==> config.mk <==
export PLATFORM = sky130hd
export DESIGN_NAME = tag_bs_encoder
export DESIGN_NICKNAME = d
export VERILOG_FILES = /design/src/rtl/tag_bs_encoder.sv
export SDC_FILE = /design/constraint.sdc
export NUM_CORES = 1
export LEC_CHECK = 0
export BUFFER_PORTS_ARGS = -buffer_cell sky130_fd_sc_hd__buf_4
export CAP_MARGIN = 15
export CORE_UTILIZATION = 60
export DETAILED_ROUTE_END_ITERATION = 10
export GPL_ROUTABILITY_DRIVEN = 0
export MAX_ROUTING_LAYER = met4
export PLACE_DENSITY = 0.76
export SLEW_MARGIN = 20
export SYNTH_ARGS = -nofsm -noshare
export SYNTH_HDL_FRONTEND = slang
export SYNTH_SLANG_ARGS = --single-unit
export TNS_END_PERCENT = 5
==> constraint.sdc <==
create_clock -name clk -period 4 [get_ports clk]
set_clock_uncertainty 0.2 [all_clocks]
set_input_delay 0.4 -clock clk [delete_from_list [all_inputs] [get_ports clk]]
set_output_delay 0.4 -clock clk [all_outputs]
set_load 0.05 [all_outputs]
==> src/rtl/tag_bs_encoder.sv <==
// Tag-side FM0 backscatter transmitter.
// Sends a fixed preamble, then bit_len FM0 data bits taken MSB-first from
// bytes fetched over a byte handshake, then an end-of-signalling dummy 1.
// The mod output is registered and holds every half-symbol for HALF clocks.
module tag_bs_encoder #(
  parameter int                   PRE_LEN = 12,
  parameter logic [PRE_LEN-1:0]   PRE_PAT = 12'b110100100011,
  parameter int                   HALF0   = 8
) (
  input  logic       clk,
  input  logic       reset,
  input  logic       start,
  input  logic [8:0] bit_len,
  input  logic       dr_sel0,
  input  logic       dr_sel1,
  input  logic [7:0] dbus_in,
  output logic       ack,
  output logic       mod,
  output logic       busy,
  output logic       done
);

  // The counter must reach the longest half-symbol (HALF0 << 3) minus one.
  localparam int CNT_W = $clog2(HALF0 * 8);
  // Half-symbol index: up to 2*256 data halves within the DATA state.
  localparam int IDX_W = 10;

  typedef enum logic [1:0] {
    IDLE = 2'd0,
    PRE  = 2'd1,
    DATA = 2'd2,
    EOS  = 2'd3
  } state_t;

  state_t             state;
  logic [CNT_W-1:0]   cnt;        // clock within the current half-symbol
  logic [IDX_W-1:0]   idx;        // half-symbol index within the current state
  logic [1:0]         dr_q;       // data rate latched with start
  logic [8:0]         len_q;      // saturated bit_len latched with start
  logic [PRE_LEN-1:0] pre_sr;     // remaining preamble levels, next one in the MSB
  logic [7:0]         shreg;      // data byte, bit being sent in the MSB

  logic [8:0]         len_sat;
  logic [CNT_W-1:0]   half_last;
  logic [IDX_W-1:0]   last_data;

  // Saturate the requested length, derive the half-symbol length and the
  // index of the final data half from the latched frame parameters.
  always_comb begin
    // NOTE: every always_comb output gets a value on every path, so no latch is inferred.
    len_sat   = (bit_len > 9'd256) ? 9'd256 : bit_len;
    half_last = CNT_W'((HALF0 << dr_q) - 1);
    last_data = {len_q, 1'b0} - 10'd1;
  end

  // Frame sequencer: steps half-symbols and produces the registered outputs.
  always_ff @(posedge clk or negedge reset) begin
    if (!reset) begin
      state  <= IDLE;
      cnt    <= '0;
      idx    <= '0;
      dr_q   <= '0;
      len_q  <= '0;
      pre_sr <= '0;
      shreg  <= '0;
      ack    <= 1'b0;
      mod    <= 1'b0;
      busy   <= 1'b0;
      done   <= 1'b0;
    end else begin
      // NOTE: sequential state uses non-blocking assignments so every register
      // samples the pre-edge values, independent of statement order.
      ack  <= 1'b0;
      done <= 1'b0;
      if (state == IDLE) begin
        // A start coinciding with the done pulse is deliberately ignored.
        if (start && !done) begin
          state  <= PRE;
          len_q  <= len_sat;
          dr_q   <= {dr_sel1, dr_sel0};
          cnt    <= '0;
          idx    <= '0;
          mod    <= PRE_PAT[PRE_LEN-1];
          pre_sr <= PRE_PAT << 1;
          busy   <= 1'b1;
        end
      end else if (cnt != half_last) begin
        cnt <= cnt + 1'b1;
      end else begin
        cnt <= '0;
        case (state)
          PRE: begin
            if (idx == IDX_W'(PRE_LEN - 1)) begin
              idx <= '0;
              mod <= ~mod;                  // FM0 symbol boundary inversion
              if (len_q != 9'd0) begin
                state <= DATA;
                shreg <= dbus_in;           // byte for data bits 0..7
                ack   <= 1'b1;
              end else begin
                state <= EOS;
              end
            end else begin
              idx    <= idx + 1'b1;
              mod    <= pre_sr[PRE_LEN-1];
              pre_sr <= pre_sr << 1;
            end
          end
          DATA: begin
            if (!idx[0]) begin
              // Second half: a 1 keeps the level, a 0 toggles mid-symbol.
              idx <= idx + 1'b1;
              mod <= shreg[7] ? mod : ~mod;
            end else if (idx == last_data) begin
              state <= EOS;
              idx   <= '0;
              mod   <= ~mod;
            end else begin
              idx <= idx + 1'b1;
              mod <= ~mod;
              // Next bit is a multiple of 8: take a fresh byte from the bus.
              if (idx[3:0] == 4'hF) begin
                shreg <= dbus_in;
                ack   <= 1'b1;
              end else begin
                shreg <= shreg << 1;
              end
            end
          end
          EOS: begin
            if (!idx[0]) begin
              idx <= idx + 1'b1;            // dummy 1: level held
            end else begin
              state <= IDLE;
              idx   <= '0;
              mod   <= 1'b0;
              busy  <= 1'b0;
              done  <= 1'b1;
            end
          end
          default: state <= IDLE;
        endcase
      end
    end
  end

endmodule

* Yosys cells after proc, flatten, opt, wreduce, memory -nomap -nowiden
Index checks and enable logic that the tools add are counted.
** Cells by class
- Add/sub/neg operators :: 4
- Multiply operators :: 0
- Div/mod/pow operators :: 0
- Order comparisons :: 1
- Equality and inequality tests :: 19
- Shift operators :: 1
- Muxes and demuxes :: 55
- Bitwise operators :: 3
- Reductions and logical operators :: 16
** Operators by type and width (count)
- 2-to-1 mux 10 bit :: 7
- 2-to-1 mux 12 bit :: 5
- 2-to-1 mux 8 bit :: 5
- one-hot mux 10 bit (3 select lines) :: 1
- 2-to-1 mux 1 bit :: 22
- 2-to-1 mux 6 bit :: 3
- one-hot mux 8 bit (2 select lines) :: 1
- 2-to-1 mux 2 bit :: 7
- inequality test 2 bit (second input constant) :: 6
- inequality test 3 bit (second input constant) :: 4
- adder 10 x 1 -> 10 bit (second input constant) :: 1
- equality test 10 bit :: 1
- equality test 10 x 4 -> 1 bit (second input constant) :: 1
- subtractor 10 x 1 -> 10 bit (second input constant) :: 1
- > comparator 9 bit (second input constant) :: 1
- 2-to-1 mux 9 bit :: 1
- nonzero test 9 bit :: 1
- AND reduction 4 bit :: 2
- nonzero test 2 bit :: 4
- AND reduction 7 bit :: 1
- adder 6 x 1 -> 6 bit (second input constant) :: 1
- inequality test 6 bit :: 1
- one-hot mux 2 bit (3 select lines) :: 1
- AND reduction 6 bit :: 1
- other kinds (17) :: 20
** Storage, ports and cells
- Flip-flop bits (word level) :: 53
- Latch bits :: 0
- Bits in writable memories :: 0
- Memory bits (read-only) :: 0
- Input bits :: 22
- Logic and storage cells :: 110
- Memories kept :: 0

* Logic depth before layout (Yosys ltp)
Gate-level depths: netlist of the first run.
- Depth in word-level cells :: 7
- Gate-level depth with buffers :: 10
- Mapped depth without buffers :: 9

* Worst setup path after synthesis of the first run
Ideal clock, no wire load.
- Path kind :: register to register
- From :: register len_q[0]
- To :: register shreg[1]
- Arrival :: 2.503 ns
- Required time :: 3.675 ns
- Slack :: 1.172 ns
- Stages on the path, launching flop included :: 11
- Clock period less this slack :: 2.828 ns
- Path through :: dfrtp_1 > inv_1 > ha_1 > or3b_1 > a21oi_1 > nor3_1 > or4_4 > nand4b_4 > and4_4 > buf_12 > mux2_4
** Between the ends
- Word-level cells in the longest chain between the ends :: 4
- Elaborated cells between the ends (all ways) :: 6
- Those cells by class :: add/sub (1); eq/ne (3); reduce/logical (2)
** RTL lines
- start, declared :: line 39 : logic [8:0] len_q;
- start signal, assigned :: line 79 : len_q <= len_sat;
- subtractor 10 x 1 -> 10 bit :: line 53 : last_data = {len_q, 1'b0} - 10'd1;
- equality test 10 bit :: line 114 : end else if (idx == last_data) begin
- inequality test 2 bit (no line)
- AND reduction 7 bit (no line) (*)
- end signal, assigned :: line 98 : shreg <= dbus_in;
- end signal, assigned :: line 123 : shreg <= dbus_in;
- end signal, assigned :: line 126 : shreg <= shreg << 1;
- end, declared :: line 41 : logic [7:0] shreg;
Mark *: on every way between the ends. The rest lies on a longest branch, timed or not.
A chain may end at the register's enable or synchronous reset.

* Worst setup path after layout of the first run
Ends and elaborated chain as after synthesis.

==> key figures, run 1 <==
Worst setup path
  – CP endpoint: shreg[1]
  – Reg-to-Reg End: shreg[1]
  – Startpoint Class: flip-flop
  – Worst EP arrival: 3.01 ns
  – Reg2reg path depth: 9
  – Source of the worst register-to-register timing path: len_q[0]
  – Crit path from: len_q[0]
  – Largest stage delay on the critical path: 0.55 ns
  – Critical path, cell by cell: inv_1 > ha_1 > or3b_1 > a21oi_1 > nor3_1 > or4_4 > nand4b_4 > and4_4 > mux2_4
  – Critical path type: reg2reg
  – Crit-path max FO: 9
  – R2R setup slack: 0.99 ns
  – Critical path required time: 4.00 ns
  – Slowest CP cell: or4_4
  – Setup crit end kind: flip-flop

Routing
  – Wirelength, routed: 6525 microns
  – Total number of vias: 2,552
  – Vias per cell: 5.894
  – DRC Markers: 0
  – WL per Instance: 15.07 microns
  – DRC marker count from the first detailed-route iteration: 212
  – Router iterations before antenna repair: 4
  – Post-route ant nets: 0

Clock network
  – Hold buffers post-CTS: 1
  – # clock sinks: 52
  – Post-cts repair resize count: 0
  – Clk slew on worst S/H paths: 0.09 ns
  – Post-CTS setup buffers: 0
  – Clock latency on the worst-skew pair: 0.31 ns
  – CTS tree: yes
  – Max clock buf depth: 2
  – Root buf cell: clkbuf_8
  – Total CTS buffers: 5
  – CTS H-tree depth: 2

Final layout
  – Final Util: 71.28%
  – Final instance area: 3478 sq um
  – Nets: 397
  – Layout fillers: 389
  – Diodes inserted: 0
  – Layout area overhead: 11.02%
  – Layout cells sized above 1: 16.12%
  – Post-Layout Cell Count: 433

Synthesis
  – Mapped Nets: 378
  – Mapped Area: 3133 sq um
  – Number of synthesized flops with an enable pin: 0
  – Synthesized instance count: 346
  – Ys flop type: dfrtp_1
  – Yosys warnings: 0
  – Post-synth ARST share: 100.0%
  – Yosys reg bits: 52
  – Cell variety after synth: 54
  – Seq/Total Area, Yosys: 41.53%
  – Synth Area per Inst: 9.055 sq um

Global route
  – Gr usage total: 27.53%
  – Met1 usage: 34.70%
  – GR Layer Usage met3: 5.962%
  – First-pass GRT wire length: 11,170 microns
  – Vias in the first global route: 2,423
  – Grt met2 use: 44.24%
  – Global routing's busiest layer: met2
  – Largest net degree at the start of global routing: 53
  – Global route overflow: 0
  – Initial antenna violation count: 0

Power
  – Max VDD drop: 309.9 uV
  – Leak: 1.564 nW
  – Power Density: 617.3 nW/um^2
  – Pwr Total: 2.147 mW

Floorplanning
  – Die height: 74.26 microns
  – Core area: 4880 sq um
  – IO Pins: 26
  – Starting Density: 64.21%
  – Row count: 25
  – Die footprint: 5515 sq um
  – Die width: 74.26 microns

STA
  – Final Hold Violating Endpoints: 0
  – Final worst path period share: 75.16%
  – Rel. slew slack: 51.43%
  – RSZ-0062 raised after global routing: no
  – Slew Limit Fails: 0
  – Setup TNS: 0 ns
  – # setup viols final: 0
  – Worst-margin pin slew: 0.7210 ns
  – Highest Clock Rate: 332.6 MHz
  – Min cycle time layout: 3.006 ns

Place
  – Placed insts: 424
  – Hpwl dp: 4595 microns
  – Placed cell areas: 3347 sq um
  – # port buffers: 25

Flow run
  – Max cap viols: 0

Hold path
  – Hold WC Path Type: in2reg

Outcome
  – Outcome: complete, no violations
## power breakdown
part	internal (mW)	switching, mW	leakage, nW
clock network	0.205	0.178	0.0614
registers	0.682	0.223	0.663
logic	0.398	0.461	0.840
## layer usage
layer | vias to the layer above | wire length, microns
li1 | 1242 | -
met1 | 1227 | 3017
met2 | 70 | 3105
met3 | 13 | 281
met4 | 0 | 121
met5 | - | 0
## sequential cells by signal (all words and copies together), names as in the netlist
register / flops
ack: 1
busy: 1
cnt: 6
done: 1
dr_q: 2
idx: 10
len_q: 9
mod: 1
pre_sr: 11
shreg: 8
state: 2
## per-stage QoR
stage	setup slack (ns)	hold WS (ns)
6_report	0.9937	0.08107
5_1_grt	0.8102	0.1032
4_1_cts	0.9963	0.07426
3_5_place_dp	1.011	0.2679
3_3_place_gp	1.085	0.2648
2_1_floorplan	1.172	-0.09559
## cells by family after synthesis
kind of cell / count (synthesis) / synth area share (%)
and+or+nand+nor: 150 / 24.84
AOI/OAI and AO/OA: 72 / 14.14
DFF: 52 / 41.53
buffers and inverters: 30 / 4.193
muxes: 18 / 7.149
xor gates and xnor gates: 14 / 4.154
adders and majority gates: 10 / 3.994
## critical path, delay by kind of cell (launching register included)
kind | cells | cell delay, ns
buffers and inverters | 1 | 0.09
adders and majority gates | 1 | 0.19
DFF | 1 | 0.42
muxes | 1 | 0.32
AOI/OAI and AO/OA | 1 | 0.15
and+or+nand+nor | 5 | 1.52
## synthesized netlist by cell type, drive strengths merged (2+ instances only)
| library cell | instances | share of area (%) |
|---|---|---|
| and2 | 3 | 0.60 |
| o2111ai | 7 | 2.0 |
| clkbuf | 13 | 1.6 |
| a21boi | 2 | 0.48 |
| nor3 | 8 | 1.3 |
| nor2b | 9 | 1.8 |
| mux2i | 4 | 1.3 |
| o22ai | 3 | 0.60 |
| mux2 | 14 | 5.9 |
| xnor2 | 10 | 2.8 |
| a31o | 2 | 0.56 |
| buf | 3 | 0.96 |
| inv | 14 | 1.7 |
| a31oi | 4 | 1.0 |
| nor4b | 2 | 0.56 |
| nor2 | 21 | 2.6 |
| and3b | 2 | 0.56 |
| or4 | 2 | 0.72 |
| nand4b | 2 | 1.0 |
| and3 | 6 | 1.2 |
| nand3b | 2 | 0.48 |
| nand4 | 2 | 0.40 |
| o21ai | 35 | 5.6 |
| nand2b | 8 | 1.6 |
| or3 | 2 | 0.40 |
| ha | 10 | 4.0 |
| dfrtp | 52 | 42 |
| a21oi | 10 | 1.6 |
| o221ai | 2 | 0.56 |
| xor2 | 4 | 1.4 |
| nand2 | 64 | 7.7 |
| nand3 | 8 | 1.3 |
| nor4 | 5 | 1.5 |
## cell usage in the layout (no fill, tap or decap), drive strengths merged, types with 2 or more instances in the layout
master | synthesis | final
a31oi | 4 | 4
nand2 | 64 | 64
nand2b | 8 | 8
buf | 3 | 27
mux2i | 4 | 4
a21boi | 2 | 2
nor2 | 21 | 21
dfrtp | 52 | 52
mux2 | 14 | 14
xnor2 | 10 | 10
nor4 | 5 | 5
inv | 14 | 14
and2 | 3 | 3
nand4b | 2 | 2
o221ai | 2 | 2
o2111ai | 7 | 7
clkbuf | 13 | 6
nor3 | 8 | 8
nand3 | 8 | 8
or4 | 2 | 2
a21oi | 10 | 10
and3b | 2 | 2
and3 | 6 | 6
ha | 10 | 10
or3 | 2 | 2
nand3b | 2 | 2
nand4 | 2 | 2
xor2 | 4 | 4
nor4b | 2 | 2
nor2b | 9 | 9
o21ai | 35 | 35
a31o | 2 | 2
o22ai | 3 | 3
## how the worst min path moves through the flow
stage,cells after the start,slack (ns),to,from
after floorplan,0,-0.1,ack,reset
after global placement,2,0.26,pre_sr[8],pre_sr[8]
after detailed placement,1,0.27,len_q[5],reset
after CTS,3,0.07,dr_q[1],dr_sel1
after global routing,3,0.10,dr_q[0],dr_sel0
final,3,0.08,dr_q[1],dr_sel1
## area by class of cell
cell class	instances	area [sq um]	area share (%)
multi-input cells	264	1707	49.06
flip-flops and latches	52	1301	37.41
repair buffers	28	212.7	6.115
well taps	67	83.83	2.410
clock buffers	6	82.58	2.374
inverters	14	52.55	1.511
clock inverters	2	38.79	1.115
Note: power is estimated with default switching activity, not from simulation.
==> run 2: changes to the inputs <==
Settings changed: CORE_UTILIZATION 60 to 54, PLACE_DENSITY 0.76 to 0.72.
Clock period 4 ns to 2.7 ns, I/O delays scaled along.
==> run 2 against run 1 <==
Effect of this change: the run now ends with negative setup slack left; maximum frequency grew 9.5%; sequential cell count unchanged; clock power up 13%; design area is 5.6% higher; first-iteration DRC count increased by 5.2%; combinational power grew 68%; via count increased by 0.82%; register-to-register slack got worse by 1.0 ns; sequential share of layout area decreased by 2.0 points; sequential power grew 43%; critical path type unchanged; largest power group is now combinational cells; highest routed layer unchanged.
==> key figures, run 2 (same netlist as run 1, synthesis figures left out) <==
Outcome
  – Outcome: finished, violations left
  – Failing checks: negative setup slack

Routing
  – Router iterations before antenna repair: 4
  – Post-route ant nets: 0
  – Total number of vias: 2,573
  – WL per Instance: 14.75 microns
  – Wirelength, routed: 6813 microns
  – DRC marker count from the first detailed-route iteration: 223
  – DRC Markers: 0
  – Vias per cell: 5.569

Floorplanning
  – IO Pins: 26
  – Die width: 78.17 microns
  – Core area: 5540 sq um
  – Starting Density: 56.55%
  – Row count: 27
  – Die height: 78.17 microns
  – Die footprint: 6111 sq um

STA
  – Rel. slew slack: 56.66%
  – Worst-margin pin slew: 0.6501 ns
  – Highest Clock Rate: 364.4 MHz
  – Setup TNS: -0.2929 ns
  – # setup viols final: 7
  – Final Hold Violating Endpoints: 0
  – Min cycle time layout: 2.744 ns
  – RSZ-0062 raised after global routing: yes
  – Slew Limit Fails: 0
  – Final worst setup slack: -0.04448 ns
  – Final worst path period share: 101.6%

Worst setup path
  – Crit-path max FO: 8
  – Startpoint Class: flip-flop
  – Critical path, cell by cell: or4_4 > nor4b_1 > or4_4 > nand4b_4 > and4_4 > mux2_4
  – Largest stage delay on the critical path: 0.58 ns
  – Reg-to-Reg End: shreg[5]
  – Worst EP arrival: 2.74 ns
  – Cell repeated most along the worst path: or4_4
  – Slowest CP cell: or4_4
  – Source of the worst register-to-register timing path: len_q[0]
  – Critical path required time: 2.70 ns
  – Critical path type: reg2reg
  – Reg2reg path depth: 6
  – R2R setup slack: -0.04 ns
  – Setup crit end kind: flip-flop

Final layout
  – Leading cell type in the layout, fill and taps excluded: nand2_1
  – Layout fillers: 456
  – Layout cells sized above 1: 23.08%
  – Register area: 1303 sq um
  – Area of the multi-input gates: 1743 sq um
  – Nets: 422
  – Commonest cells after routing, fill and taps aside: 64 x nand2_1, 51 x dfrtp_1, 50 x buf_4, 30 x o21ai_0, 19 x nor2_1
  – Layout area overhead: 17.29%
  – Post-Layout Cell Count: 462
  – Final instance area: 3675 sq um
  – Largest reg by FF count: pre_sr
  – Diodes inserted: 0
  – Biggest regs: pre_sr (11), idx (10), len_q (9)
  – Max reg flops: 11

Hold path
  – Hold Crit Depth: 3
  – Hold WC Path Type: in2reg
  – Worst Min Path Start: dbus_in[0]
  – Worst Hold Path EP: shreg[0]

Power
  – Power Density: 864.1 nW/um^2
  – Max VDD drop: 471.2 uV
  – Pwr Total: 3.175 mW
  – Leak: 1.665 nW

Global route
  – Vias in the first global route: 2,493
  – First-pass GRT wire length: 11,430 microns
  – Initial antenna violation count: 0
  – Global route overflow: 0
  – Gr usage total: 24.41%
  – Largest net degree at the start of global routing: 53

Clock network
  – Total CTS buffers: 5
  – CTS H-tree depth: 2
  – # clock sinks: 52
  – Clock latency on the worst-skew pair: 0.30 ns
  – CTS tree: yes
  – Clk slew on worst S/H paths: 0.10 ns
  – Root buf cell: clkbuf_8
  – Max clock buf depth: 2

Flow run
  – Max cap viols: 0

Place
  – Hpwl dp: 4837 microns
  – Placed insts: 451
  – Pre-CTS setup slack: -0.08010 ns
  – # port buffers: 25
  – Placed cell areas: 3540 sq um
run 2: final cells by class:
cell class | instances | share of cell area (%)
Multi-Input combinational cell | 264 | 47.43
Sequential cell | 52 | 35.44
Timing Repair Buffer | 53 | 11.03
Tap cell | 72 | 2.451
Clock buffer | 5 | 1.873
Inverter | 14 | 1.430
Clock inverter | 2 | 0.3405
run 2: worst max-delay path by stage:
| stage | startpoint | end | slack (ns) | depth (start not counted) |
|---|---|---|---|---|
| 3_3_place_gp | len_q[0] | shreg[4] | -0.03 | 9 |
| 3_5_place_dp | len_q[0] | shreg[4] | -0.08 | 9 |
| 6_report | len_q[0] | shreg[5] | -0.04 | 6 |
| 2_1_floorplan | len_q[0] | shreg[1] | -0.03 | 10 |
| 5_1_grt | len_q[0] | shreg[4] | -0.13 | 9 |
| 4_1_cts | len_q[0] | shreg[5] | -0.05 | 6 |
run 2: where the power goes:
group	total (mW)	switching, mW	internal [mW]
Clock	0.434	0.258	0.176
Combinational	1.44	0.760	0.682
Sequential	1.30	0.286	1.01
run 2: what timing repair did:
item	CTS	global route
setup buffers	1	0
endpoints found under the setup margin	8	13
pin swaps	1	0
resized for setup	3	2
hold buffers	3	0
hold endpoints to repair	54	0
run 2: routing by layer:
layer / GRT usage [%] / vias to the layer above / part of all wire (%)
met5: - / - / 0
met4: 7.222 / 0 / 0.87
met3: 3.837 / 7 / 3.7
met2: 39.65 / 49 / 48
met1: 31.65 / 1226 / 47
li1: - / 1291 / -
run 2: critical path, delay by kind of cell (launching register included):
family | cells | cell delay [ns]
simple gates | 5 | 1.71
flops | 1 | 0.42
mux | 1 | 0.31
run 2: through the flow:
step / utilization [%] / hold slack (ns)
floorplan: - / -0.2256
global placement: 63.89 / 0.1435
detailed placement: 63.89 / 0.1429
CTS: 66.22 / 0.01296
global route: 66.33 / 0.01600
finish: 66.33 / 0.01062
